===== config.mk =====
export PLATFORM = sky130hd
export DESIGN_NAME = ss_regs_seq
export DESIGN_NICKNAME = d
export VERILOG_FILES = /design/src/rtl/ss_regs_pkg.sv /design/src/rtl/ss_regs_seq.sv
export SDC_FILE = /design/constraint.sdc
export NUM_CORES = 1
export LEC_CHECK = 0
export BUFFER_PORTS_ARGS = -buffer_cell sky130_fd_sc_hd__buf_2
export CAP_MARGIN = 10
export CORE_ASPECT_RATIO = 1.1
export CORE_UTILIZATION = 35
export CTS_CLUSTER_DIAMETER = 120
export DETAILED_ROUTE_END_ITERATION = 10
export SLEW_MARGIN = 20
export SYNTH_ARGS = -nofsm -noshare
export SYNTH_HDL_FRONTEND = slang
export SYNTH_SLANG_ARGS = --single-unit

===== constraint.sdc =====
create_clock -name clk -period 3.6 [get_ports clk]
set_input_delay 0.18 -clock clk [delete_from_list [all_inputs] [get_ports clk]]
set_output_delay 0.18 -clock clk [all_outputs]
set_load 0.005 [all_outputs]

===== src/rtl/ss_regs_pkg.sv =====
// Shared definitions for the save-state shadow-register sequencer: state
// encoding, register count, shadow bank and the fixed walk order of the window.
package ss_regs_pkg;

  localparam int         SS_NUM_REGS = 30;
  localparam int         SS_IDX_W    = $clog2(SS_NUM_REGS);
  localparam logic [7:0] SS_BANK     = 8'hC0;

  typedef enum logic [2:0] {
    IDLE,
    RD_ADDR,
    RD_WAIT,
    RD_PUSH,
    WR_PULL,
    WR_STROBE,
    FIN
  } ss_state_e;

  // Walk order is part of the saved image format; changing it breaks old images.
  localparam logic [15:0] SS_ADDR_TABLE [SS_NUM_REGS] = '{
    16'h4300, 16'h4301, 16'h4302, 16'h4303, 16'h4304, 16'h4305, 16'h4306,
    16'h4200, 16'h4202, 16'h4203, 16'h4204, 16'h4205, 16'h4206, 16'h4207,
    16'h4208, 16'h4209, 16'h420A, 16'h420B, 16'h420C, 16'h420D,
    16'h2100,
    16'h21F0, 16'h21F1, 16'h21F2,
    16'h2181, 16'h2182, 16'h2183,
    16'h420F,
    16'h2180, 16'h2184
  };

  function automatic logic [15:0] ss_addr(input logic [SS_IDX_W-1:0] idx);
    ss_addr = 16'h0000;
    if (int'(idx) < SS_NUM_REGS) ss_addr = SS_ADDR_TABLE[idx];
  endfunction

endpackage


===== src/rtl/ss_regs_seq.sv =====
// Save/restore sequencer for the shadow-register window: reads each register
// out onto a byte stream, or writes a byte stream back. SS_REGS_SEQ_CHECKSUM_EN
// appends/verifies an XOR checksum beat.
module ss_regs_seq
  import ss_regs_pkg::*;
#(
  parameter int         NUM_REGS = SS_NUM_REGS,
  parameter logic [7:0] BANK     = SS_BANK
) (
  input  logic        clk,
  input  logic        reset_n,
  input  logic        start_save,
  input  logic        start_restore,
  input  logic        abort,
  output logic        busy,
  output logic        done,
  output logic        err,
  output logic [23:0] ss_ca,
  output logic        ss_reg_sel,
  output logic        ss_rd_ce,
  output logic        ss_wr_ce,
  output logic [7:0]  ss_wdata,
  input  logic [7:0]  ss_rdata,
  input  logic        ss_oe,
  output logic [7:0]  sv_data,
  output logic        sv_valid,
  input  logic        sv_ready,
  input  logic [7:0]  ld_data,
  input  logic        ld_valid,
  output logic        ld_ready
);

  localparam int               IDX_W    = $clog2(NUM_REGS);
  localparam logic [IDX_W-1:0] LAST_IDX = IDX_W'(NUM_REGS - 1);

  ss_state_e        state;
  logic [IDX_W-1:0] idx;
  logic             push_last;

`ifdef SS_REGS_SEQ_CHECKSUM_EN
  logic [7:0] csum;
  logic       csum_beat;

  // With the checksum, the pass ends on the extra beat rather than the last register.
  assign push_last = csum_beat;
`else
  assign push_last = (idx == LAST_IDX);
`endif

  always_ff @(posedge clk or negedge reset_n) begin
    if (!reset_n) begin
      state      <= IDLE;
      idx        <= '0;
      busy       <= 1'b0;
      done       <= 1'b0;
      err        <= 1'b0;
      ss_ca      <= '0;
      ss_reg_sel <= 1'b0;
      ss_rd_ce   <= 1'b0;
      ss_wr_ce   <= 1'b0;
      ss_wdata   <= '0;
      sv_data    <= '0;
      sv_valid   <= 1'b0;
      ld_ready   <= 1'b0;
`ifdef SS_REGS_SEQ_CHECKSUM_EN
      csum       <= '0;
      csum_beat  <= 1'b0;
`endif
    end else begin
      // NOTE: non-blocking throughout, so every branch reads the pre-edge state;
      // strobes default low here and are raised only on the edge entering their state.
      ss_rd_ce <= 1'b0;
      ss_wr_ce <= 1'b0;
      done     <= 1'b0;

      if (abort) begin
        state      <= IDLE;
        idx        <= '0;
        busy       <= 1'b0;
        ss_reg_sel <= 1'b0;
        sv_valid   <= 1'b0;
        ld_ready   <= 1'b0;
`ifdef SS_REGS_SEQ_CHECKSUM_EN
        csum_beat  <= 1'b0;
`endif
      end else begin
        case (state)
          IDLE: begin
            if (start_save) begin
              state      <= RD_ADDR;
              busy       <= 1'b1;
              err        <= 1'b0;
              ss_ca      <= {BANK, ss_addr(idx)};
              ss_reg_sel <= 1'b1;
              ss_rd_ce   <= 1'b1;
`ifdef SS_REGS_SEQ_CHECKSUM_EN
              csum       <= '0;
              csum_beat  <= 1'b0;
`endif
            end else if (start_restore) begin
              state    <= WR_PULL;
              busy     <= 1'b1;
              err      <= 1'b0;
              ld_ready <= 1'b1;
`ifdef SS_REGS_SEQ_CHECKSUM_EN
              csum      <= '0;
              csum_beat <= 1'b0;
`endif
            end
          end

          RD_ADDR: state <= RD_WAIT;

          // Shadow data is registered, so it is valid only at the end of this cycle.
          RD_WAIT: begin
            state      <= RD_PUSH;
            ss_reg_sel <= 1'b0;
            sv_valid   <= 1'b1;
            if (ss_oe) begin
              sv_data <= ss_rdata;
            end else begin
              sv_data <= 8'h00;
              err     <= 1'b1;
            end
          end

          RD_PUSH: begin
            if (sv_ready) begin
              sv_valid <= 1'b0;
`ifdef SS_REGS_SEQ_CHECKSUM_EN
              csum <= csum ^ sv_data;
`endif
              if (push_last) begin
                state <= FIN;
                done  <= 1'b1;
              end
`ifdef SS_REGS_SEQ_CHECKSUM_EN
              else if (idx == LAST_IDX) begin
                sv_valid  <= 1'b1;
                sv_data   <= csum ^ sv_data;
                csum_beat <= 1'b1;
              end
`endif
              else begin
                idx        <= idx + 1'b1;
                state      <= RD_ADDR;
                ss_ca      <= {BANK, ss_addr(idx + 1'b1)};
                ss_reg_sel <= 1'b1;
                ss_rd_ce   <= 1'b1;
              end
            end
          end

          WR_PULL: begin
            if (ld_valid) begin
              ld_ready <= 1'b0;
`ifdef SS_REGS_SEQ_CHECKSUM_EN
              csum <= csum ^ ld_data;
              if (csum_beat) begin
                if (ld_data != csum) err <= 1'b1;
                state <= FIN;
                done  <= 1'b1;
              end else
`endif
              begin
                ss_wdata   <= ld_data;
                state      <= WR_STROBE;
                ss_ca      <= {BANK, ss_addr(idx)};
                ss_reg_sel <= 1'b1;
                ss_wr_ce   <= 1'b1;
              end
            end
          end

          WR_STROBE: begin
            ss_reg_sel <= 1'b0;
            if (idx != LAST_IDX) begin
              idx      <= idx + 1'b1;
              state    <= WR_PULL;
              ld_ready <= 1'b1;
            end else begin
`ifdef SS_REGS_SEQ_CHECKSUM_EN
              csum_beat <= 1'b1;
              state     <= WR_PULL;
              ld_ready  <= 1'b1;
`else
              state <= FIN;
              done  <= 1'b1;
`endif
            end
          end

          FIN: begin
            state <= IDLE;
            busy  <= 1'b0;
            idx   <= '0;
`ifdef SS_REGS_SEQ_CHECKSUM_EN
            csum_beat <= 1'b0;
`endif
          end

          default: state <= IDLE;
        endcase
      end
    end
  end

endmodule

==> impl_results.html, run 1 <==
<table>
<tr><th>Metric</th><th>Value</th></tr>
<tr><th colspan="2">Finish</th></tr>
<tr><td>Final net count</td><td>405</td></tr>
<tr><td>Share of cells above drive strength 1</td><td>23.1%</td></tr>
<tr><td>Synthesis-to-finish area growth</td><td>13.3%</td></tr>
<tr><td>Ant diodes</td><td>0</td></tr>
<tr><td>Most used cells in the layout excluding fill and tap cells</td><td>buf_2, nand2_1, dfrtp_1</td></tr>
<tr><td>Core utilization of the finished layout</td><td>41.7%</td></tr>
<tr><td>Cell area after layout</td><td>3170 um^2</td></tr>
<tr><td>Commonest non-fill, non-tap cell in the layout</td><td>buf_2</td></tr>
<tr><th colspan="2">Critical path</th></tr>
<tr><td>Worst stage delay on the critical path</td><td>0.65 ns</td></tr>
<tr><td>CP Launch Point</td><td>idx[0]</td></tr>
<tr><td>Buffers plus inverters on the worst setup path</td><td>2</td></tr>
<tr><td>Critical path launch point type</td><td>flip-flop</td></tr>
<tr><td>Crit-path slowest cell</td><td>dfrtp_1</td></tr>
<tr><td>CP arrival</td><td>2.98 ns</td></tr>
<tr><td>Required arrival time at the worst endpoint</td><td>3.78 ns</td></tr>
<tr><td>Largest fanout on the critical path</td><td>16</td></tr>
<tr><td>Kind of cell with the highest combined delay on the critical path</td><td>adder cells</td></tr>
<tr><td>Cells along the critical path</td><td>ha_1, inv_1, ha_1, ha_1, inv_1, o211ai_1, o22ai_1, mux2_1</td></tr>
<tr><td>Critical R2R Launch</td><td>idx[0]</td></tr>
<tr><td>Worst setup path category</td><td>flip-flop to flip-flop</td></tr>
<tr><td>Worst setup EP type</td><td>flip-flop</td></tr>
<tr><td>Most repeated library cell on the critical path</td><td>ha_1</td></tr>
<tr><th colspan="2">Route</th></tr>
<tr><td>Final routed wirelength across all metal layers</td><td>6.42 mm</td></tr>
<tr><td>Final ANT Viol Nets</td><td>0</td></tr>
<tr><td>DRT iter0 DRCs</td><td>146</td></tr>
<tr><td>Vias per cell</td><td>5.11</td></tr>
<tr><td>Vias after detailed routing</td><td>2417</td></tr>
<tr><td>Average wire per standard cell</td><td>13.6 um</td></tr>
<tr><td># DRC</td><td>0</td></tr>
<tr><td>Drt first pass iters</td><td>4</td></tr>
<tr><th colspan="2">Synthesis</th></tr>
<tr><td>Average cell area after synthesis</td><td>8.72 um^2</td></tr>
<tr><td>Cell Area, Synth</td><td>2800 um^2</td></tr>
<tr><td>Post-synthesis instance total</td><td>321</td></tr>
<tr><td>Synth warn</td><td>0</td></tr>
<tr><td>Register area share after synthesis</td><td>37.6%</td></tr>
<tr><td>Yosys cell types</td><td>63</td></tr>
<tr><td>Count of flip-flops with a built-in enable after synthesis</td><td>0</td></tr>
<tr><td>Commonest register cell after synthesis</td><td>dfrtp_1</td></tr>
<tr><td>Async set-reset flop share out of synthesis</td><td>100%</td></tr>
<tr><td>Flip-flop and latch count after synthesis</td><td>42</td></tr>
<tr><th colspan="2">Clocking</th></tr>
<tr><td>Resized Gates After CTS</td><td>0</td></tr>
<tr><td>Maximum clock insertion buffer count</td><td>2</td></tr>
<tr><td>Number of buffers created by CTS</td><td>5</td></tr>
<tr><td>Maximum level of the CTS H-tree</td><td>2</td></tr>
<tr><td>Clock slew at the register clock pins of the worst setup and hold paths</td><td>0.09 ns</td></tr>
<tr><td>Root Driver</td><td>clkbuf_8</td></tr>
<tr><td>TritonCTS clock tree</td><td>done</td></tr>
<tr><td>Number of hold buffers added after cts</td><td>0</td></tr>
<tr><td>Number of clock sinks</td><td>42</td></tr>
<tr><td>Clock latency reported for the late side of the worst-skew pair</td><td>0.30 ns</td></tr>
<tr><td># Post-CTS Setup Buffers</td><td>0</td></tr>
<tr><th colspan="2">Placement</th></tr>
<tr><td>Pre-CTS setup slack</td><td>0.856 ns</td></tr>
<tr><td>HPWL after detailed placement</td><td>4.59 mm</td></tr>
<tr><td>Global placement routability congestion</td><td>0.862</td></tr>
<tr><td>Number of port buffers</td><td>61</td></tr>
<tr><td>Placed Instance Area</td><td>3080 um^2</td></tr>
<tr><th colspan="2">Global route</th></tr>
<tr><td>First-pass GRT wire length</td><td>10.2 mm</td></tr>
<tr><td>Maximum number of pins on one net before global-route repair</td><td>43</td></tr>
<tr><td>Congestion Overflow GR</td><td>0</td></tr>
<tr><td>Initial antenna violation count</td><td>0</td></tr>
<tr><td>Number of global-route vias before repair</td><td>2085</td></tr>
<tr><td>Tot GR Track Use</td><td>15.6%</td></tr>
<tr><th colspan="2">Status</th></tr>
<tr><td>Run status</td><td>completed</td></tr>
<tr><th colspan="2">Timing</th></tr>
<tr><td>Smallest hold slack</td><td>0.0111 ns</td></tr>
<tr><td>Setup repair after global routing missed its margin</td><td>no</td></tr>
<tr><td>Remaining max-slew budget at the tightest pin</td><td>38.0%</td></tr>
<tr><td>Number of hold-slack violations in the final timing report</td><td>0</td></tr>
<tr><td>FMAX</td><td>358 MHz</td></tr>
<tr><td>Pins over their slew limit</td><td>0</td></tr>
<tr><td>Number of failing setup endpoints in the final timing report</td><td>0</td></tr>
<tr><td>Worst Setup Slack, final</td><td>0.803 ns</td></tr>
<tr><td>Actual slew at the worst max-slew pin</td><td>0.930 ns</td></tr>
<tr><td>Final sum of negative setup slack</td><td>0 ns</td></tr>
<tr><td>Final worst clock skew</td><td>0.0115 ns</td></tr>
<tr><td>Min cycle time layout</td><td>2.80 ns</td></tr>
<tr><td>Final worst-path cycle share</td><td>77.7%</td></tr>
<tr><th colspan="2">Floorplan</th></tr>
<tr><td>Die footprint</td><td>8360 um^2</td></tr>
<tr><td>Horizontal die dimension</td><td>87.3 um</td></tr>
<tr><td>I/O pin count</td><td>72</td></tr>
<tr><td>Core area</td><td>7600 um^2</td></tr>
<tr><td>Row count</td><td>33</td></tr>
<tr><td>Die Ht</td><td>95.8 um</td></tr>
<tr><td>Initial Util</td><td>36.8%</td></tr>
<tr><th colspan="2">Pwr</th></tr>
<tr><td>Cell leakage power</td><td>1.46 nW</td></tr>
<tr><td>Highest ir drop seen on vdd</td><td>0.187 mV</td></tr>
<tr><td>Power density relative to cell area</td><td>523 nW/um^2</td></tr>
<tr><th colspan="2">Min path</th></tr>
<tr><td>Class of the tightest hold or removal check</td><td>primary input to async pin</td></tr>
<tr><th colspan="2">Job</th></tr>
<tr><td># Max-Cap Violations</td><td>0</td></tr>
</table>
## through the flow
step,power (mW),std cells
2_1_floorplan,1.15,330
3_3_place_gp,1.35,465
3_5_place_dp,1.35,465
4_1_cts,1.68,473
5_1_grt,1.80,473
6_report,1.66,473
## flip-flops by register name, summed over array words and instances, names as in the netlist, 3 cells and up
register  count
idx           5
sv_data       8
state         3
ss_wdata      8
ss_ca        10
## cells in the mapped netlist (4+ instances only)
library cell,number,area (um^2)
dfrtp_1,42,1050
ha_1,14,175
mux2i_1,8,80.1
o21ai_0,20,100
a22o_1,4,35.0
buf_2,5,25.0
nand3_1,6,30.0
nor2_1,25,93.8
o22ai_1,4,25.0
o211ai_1,7,52.6
a211oi_1,4,30.0
nand2b_1,7,43.8
buf_4,18,135
inv_1,10,37.5
a21oi_1,16,80.1
nand2_1,57,214
clkbuf_1,6,22.5
## cell families after synthesis
| family | Yosys count | synth area share (%) |
|---|---|---|
| adders and majority gates | 14 | 6.26 |
| xor gates and xnor gates | 4 | 2.19 |
| other | 1 | 0.134 |
| DFF | 42 | 37.6 |
| and+or+nand+nor | 117 | 19.9 |
| muxes | 11 | 4.07 |
| AOI/OAI and AO/OA | 87 | 21.2 |
| buffers and inverters | 45 | 8.67 |
## path summary, 6_finish.rpt
| check | to | slack, ns | depth (start not counted) |
|---|---|---|---|
| max in group asynchronous | ss_ca[0] | 3.01 | 1 |
| max reg2reg | ss_ca[13] | 0.80 | 8 |
| min reg2reg | ss_wdata[0] | 0.48 | 2 |
| min | ss_wdata[3] | 0.01 | 1 |
| min in group clk | ss_wdata[7] | 0.06 | 3 |
| max | ss_ca[13] | 0.80 | 8 |
## power by group
part	total (mW)	internal (mW)	switching (mW)
clock network	0.322	0.139	0.183
registers	0.746	0.615	0.131
logic	0.592	0.283	0.309
## area by class of cell
type                            count  area [um^2]
Inverter                           14         52.6
Timing Repair Buffer               61          305
Multi-Input combinational cell    243         1540
Clock buffer                        5         68.8
Tap cell                          105          131
Clock inverter                      3         23.8
Fill cell                         802         4430
Sequential cell                    42         1050
## routing by layer
metal | wire length, um | track usage [%]
met1 | 3160 | 22.4
met2 | 2900 | 23.6
met4 | 78 | 4.37
met3 | 283 | 3.00
met5 | 0 | 0
Power figures use the tool's default switching activity.
==> run 2, diff against run 1 <==
Clock period 3.6 ns to 2.65 ns, I/O delays scaled along.
==> run 2 against run 1 <==
Via count grew 1.4%. Power is 44% higher. Clock power is 55% higher. Critical endpoint is now ss_ca[0]. Die area is the same. Design area grew 4.1%. Worst hold slack better by 0.014 ns.
==> impl_results.html, run 2 (synthesized netlist as in run 1, its figures left out) <==
<table>
<tr><th>Metric</th><th>Value</th></tr>
<tr><th colspan="2">Status</th></tr>
<tr><td>Run status</td><td>completed</td></tr>
<tr><th colspan="2">Placement</th></tr>
<tr><td>HPWL after detailed placement</td><td>4.96 mm</td></tr>
<tr><td>Global placement routability congestion</td><td>0.891</td></tr>
<tr><td>Number of port buffers</td><td>61</td></tr>
<tr><td>Placed Instance Area</td><td>3150 um^2</td></tr>
<tr><th colspan="2">Route</th></tr>
<tr><td>Drt first pass iters</td><td>4</td></tr>
<tr><td>DRT iter0 DRCs</td><td>128</td></tr>
<tr><td>Average wire per standard cell</td><td>13.8 um</td></tr>
<tr><td>Final routed wirelength across all metal layers</td><td>6.71 mm</td></tr>
<tr><td>Final ANT Viol Nets</td><td>0</td></tr>
<tr><td>Vias after detailed routing</td><td>2450</td></tr>
<tr><td>Vias per cell</td><td>5.04</td></tr>
<tr><td># DRC</td><td>0</td></tr>
<tr><th colspan="2">Pwr</th></tr>
<tr><td>Internal</td><td>1.55 mW</td></tr>
<tr><td>Net switching fraction of the power</td><td>35.2%</td></tr>
<tr><td>Highest ir drop seen on vdd</td><td>0.322 mV</td></tr>
<tr><td>Power density relative to cell area</td><td>724 nW/um^2</td></tr>
<tr><td>Combinational Power Share</td><td>37.5%</td></tr>
<tr><td>Portion of total power attributed to the clock network</td><td>20.9%</td></tr>
<tr><td>NetSw</td><td>0.840 mW</td></tr>
<tr><td>Portion of total power attributed to sequential cells</td><td>41.6%</td></tr>
<tr><td>Cell leakage power</td><td>1.55 nW</td></tr>
<tr><th colspan="2">Timing</th></tr>
<tr><td>Final sum of negative setup slack</td><td>0 ns</td></tr>
<tr><td>Pins over their slew limit</td><td>0</td></tr>
<tr><td>Remaining max-slew budget at the tightest pin</td><td>38.5%</td></tr>
<tr><td>FMAX</td><td>432 MHz</td></tr>
<tr><td>Number of failing setup endpoints in the final timing report</td><td>0</td></tr>
<tr><td>Setup repair after global routing missed its margin</td><td>no</td></tr>
<tr><td>Final worst-path cycle share</td><td>87.4%</td></tr>
<tr><td>Actual slew at the worst max-slew pin</td><td>0.923 ns</td></tr>
<tr><td>Final worst clock skew</td><td>0.00950 ns</td></tr>
<tr><td>Min cycle time layout</td><td>2.32 ns</td></tr>
<tr><td>Number of hold-slack violations in the final timing report</td><td>0</td></tr>
<tr><th colspan="2">Clocking</th></tr>
<tr><td>Maximum clock insertion buffer count</td><td>2</td></tr>
<tr><td>Clock slew at the register clock pins of the worst setup and hold paths</td><td>0.08 ns</td></tr>
<tr><td>Number of clock sinks</td><td>42</td></tr>
<tr><td>Root Driver</td><td>clkbuf_8</td></tr>
<tr><td>Clock latency reported for the late side of the worst-skew pair</td><td>0.29 ns</td></tr>
<tr><td>Number of buffers created by CTS</td><td>5</td></tr>
<tr><td>Maximum level of the CTS H-tree</td><td>2</td></tr>
<tr><td>TritonCTS clock tree</td><td>done</td></tr>
<tr><th colspan="2">Critical path</th></tr>
<tr><td>Worst setup EP type</td><td>flip-flop</td></tr>
<tr><td>Critical R2R Launch</td><td>idx[1]</td></tr>
<tr><td>R2r endpoint</td><td>ss_ca[0]</td></tr>
<tr><td>Required arrival time at the worst endpoint</td><td>2.89 ns</td></tr>
<tr><td>Crit-path slowest cell</td><td>dfrtp_1</td></tr>
<tr><td>Worst setup path category</td><td>flip-flop to flip-flop</td></tr>
<tr><td>Flop2flop setup slack</td><td>0.33 ns</td></tr>
<tr><td>Length in cells of the worst reg-to-reg path</td><td>9</td></tr>
<tr><td>Critical path launch point type</td><td>flip-flop</td></tr>
<tr><td>Worst stage delay on the critical path</td><td>0.52 ns</td></tr>
<tr><td>Cells along the critical path</td><td>ha_1, inv_1, ha_1, buf_4, inv_1, o21ai_0, o21ai_0, o31ai_1, o22a_1</td></tr>
<tr><td>CP arrival</td><td>2.56 ns</td></tr>
<tr><td>Largest fanout on the critical path</td><td>14</td></tr>
<tr><th colspan="2">Finish</th></tr>
<tr><td>Commonest non-fill, non-tap cell in the layout</td><td>buf_2</td></tr>
<tr><td>Synthesis-to-finish area growth</td><td>18.0%</td></tr>
<tr><td>Cell area after layout</td><td>3300 um^2</td></tr>
<tr><td>Largest reg by FF count</td><td>ss_ca</td></tr>
<tr><td>Final net count</td><td>418</td></tr>
<tr><td>Number of flip-flops under the largest register name</td><td>10</td></tr>
<tr><td>Registers with the highest flip-flop counts</td><td>ss_ca: 10 flops, ss_wdata: 8 flops, sv_data: 8 flops</td></tr>
<tr><td>Most used cells in the layout excluding fill and tap cells</td><td>buf_2, nand2_1, dfrtp_1</td></tr>
<tr><td>Ant diodes</td><td>0</td></tr>
<tr><td>Share of cells above drive strength 1</td><td>25.2%</td></tr>
<tr><th colspan="2">Global route</th></tr>
<tr><td>Busiest layer in global routing</td><td>met2</td></tr>
<tr><td>Number of global-route vias before repair</td><td>2182</td></tr>
<tr><td>Congestion Overflow GR</td><td>0</td></tr>
<tr><td>Maximum number of pins on one net before global-route repair</td><td>43</td></tr>
<tr><td>Met2 capacity usage during global routing</td><td>25.1%</td></tr>
<tr><td>Met3 Track Usage GR</td><td>2.49%</td></tr>
<tr><td>First-pass GRT wire length</td><td>10.7 mm</td></tr>
<tr><td>Initial antenna violation count</td><td>0</td></tr>
<tr><td>Global routing usage on met1</td><td>23.8%</td></tr>
<tr><td>Tot GR Track Use</td><td>16.5%</td></tr>
<tr><th colspan="2">Floorplan</th></tr>
<tr><td>Initial Util</td><td>36.8%</td></tr>
<tr><td>Horizontal die dimension</td><td>87.3 um</td></tr>
<tr><td>Die Ht</td><td>95.8 um</td></tr>
<tr><td>Row count</td><td>33</td></tr>
<tr><td>I/O pin count</td><td>72</td></tr>
<tr><td>Core area</td><td>7600 um^2</td></tr>
<tr><td>Die footprint</td><td>8360 um^2</td></tr>
<tr><th colspan="2">Min path</th></tr>
<tr><td>Class of the tightest hold or removal check</td><td>primary input to flip-flop</td></tr>
<tr><td>Hold Path Origin</td><td>ld_data[6]</td></tr>
<tr><td>Capture endpoint of the worst hold path</td><td>ss_wdata[6]</td></tr>
<tr><td>Cell depth of the worst hold path</td><td>3</td></tr>
<tr><th colspan="2">Job</th></tr>
<tr><td># Max-Cap Violations</td><td>0</td></tr>
</table>
[run 2: layout make-up]
type	count	area [um^2]
multi-input cells	243	1540
well taps	105	131
clock buffers	6	72.6
inverters	14	52.6
clock inverters	2	37.5
repair buffers	74	418
fillers	810	4300
flip-flops and latches	42	1050
[run 2: worst max-delay path by stage]
stage	from	to	slack, ns	cells past startpoint
2_1_floorplan	idx[0]	ss_ca[13]	0.46	8
6_report	idx[1]	ss_ca[0]	0.33	9
3_3_place_gp	idx[1]	ss_ca[1]	0.37	7
5_1_grt	idx[1]	ss_ca[0]	0.09	9
4_1_cts	idx[1]	ss_ca[1]	0.23	7
3_5_place_dp	idx[1]	ss_ca[1]	0.26	7
[run 2: through the flow]
stage | utilization [%] | hold slack, ns | setup WS (ns) | std cells | power (mW)
finish | 43.5 | 0.0252 | 0.333 | 486 | 2.39
global route | 43.5 | 0.0151 | 0.0891 | 486 | 2.59
CTS | 43.0 | 0.0124 | 0.232 | 483 | 2.38
detailed placement | 41.4 | 0.330 | 0.262 | 474 | 1.87
global placement | 41.4 | 0.319 | 0.375 | 474 | 1.86
floorplan | - | -0.163 | 0.457 | 330 | 1.57
[run 2: critical path, delay by kind of cell (launching register included)]
kind | cells | cell delay [ns]
buffers and inverters | 3 | 0.41
AO/OA/AOI/OAI | 4 | 0.74
adder cells (fa/ha/maj) | 2 | 0.60
flip-flops | 1 | 0.52
[run 2: power groups by stage]
stage / logic [mW] / clock network, mW / registers (mW)
final: 0.896 / 0.500 / 0.994
after global routing: 1.02 / 0.541 / 1.03
after CTS: 0.870 / 0.516 / 0.997
after detailed placement: 0.866 / 0 / 1.01
after global placement: 0.856 / 0 / 1.01
after floorplan: 0.588 / 0 / 0.977
[run 2: timing repair]
action,in CTS,in global routing
endpoints found under the setup margin,0,1
endpoints found under the hold margin,9,0
setup buffers,0,3
gates resized for setup,0,0
hold buffers,1,0
[run 2: routing by layer]
layer  part of all wire, %  routed length [um]
met5                     0                   0
met4                   1.2                  83
met3                   6.0                 402
met2                    46                3080
met1                    47                3140
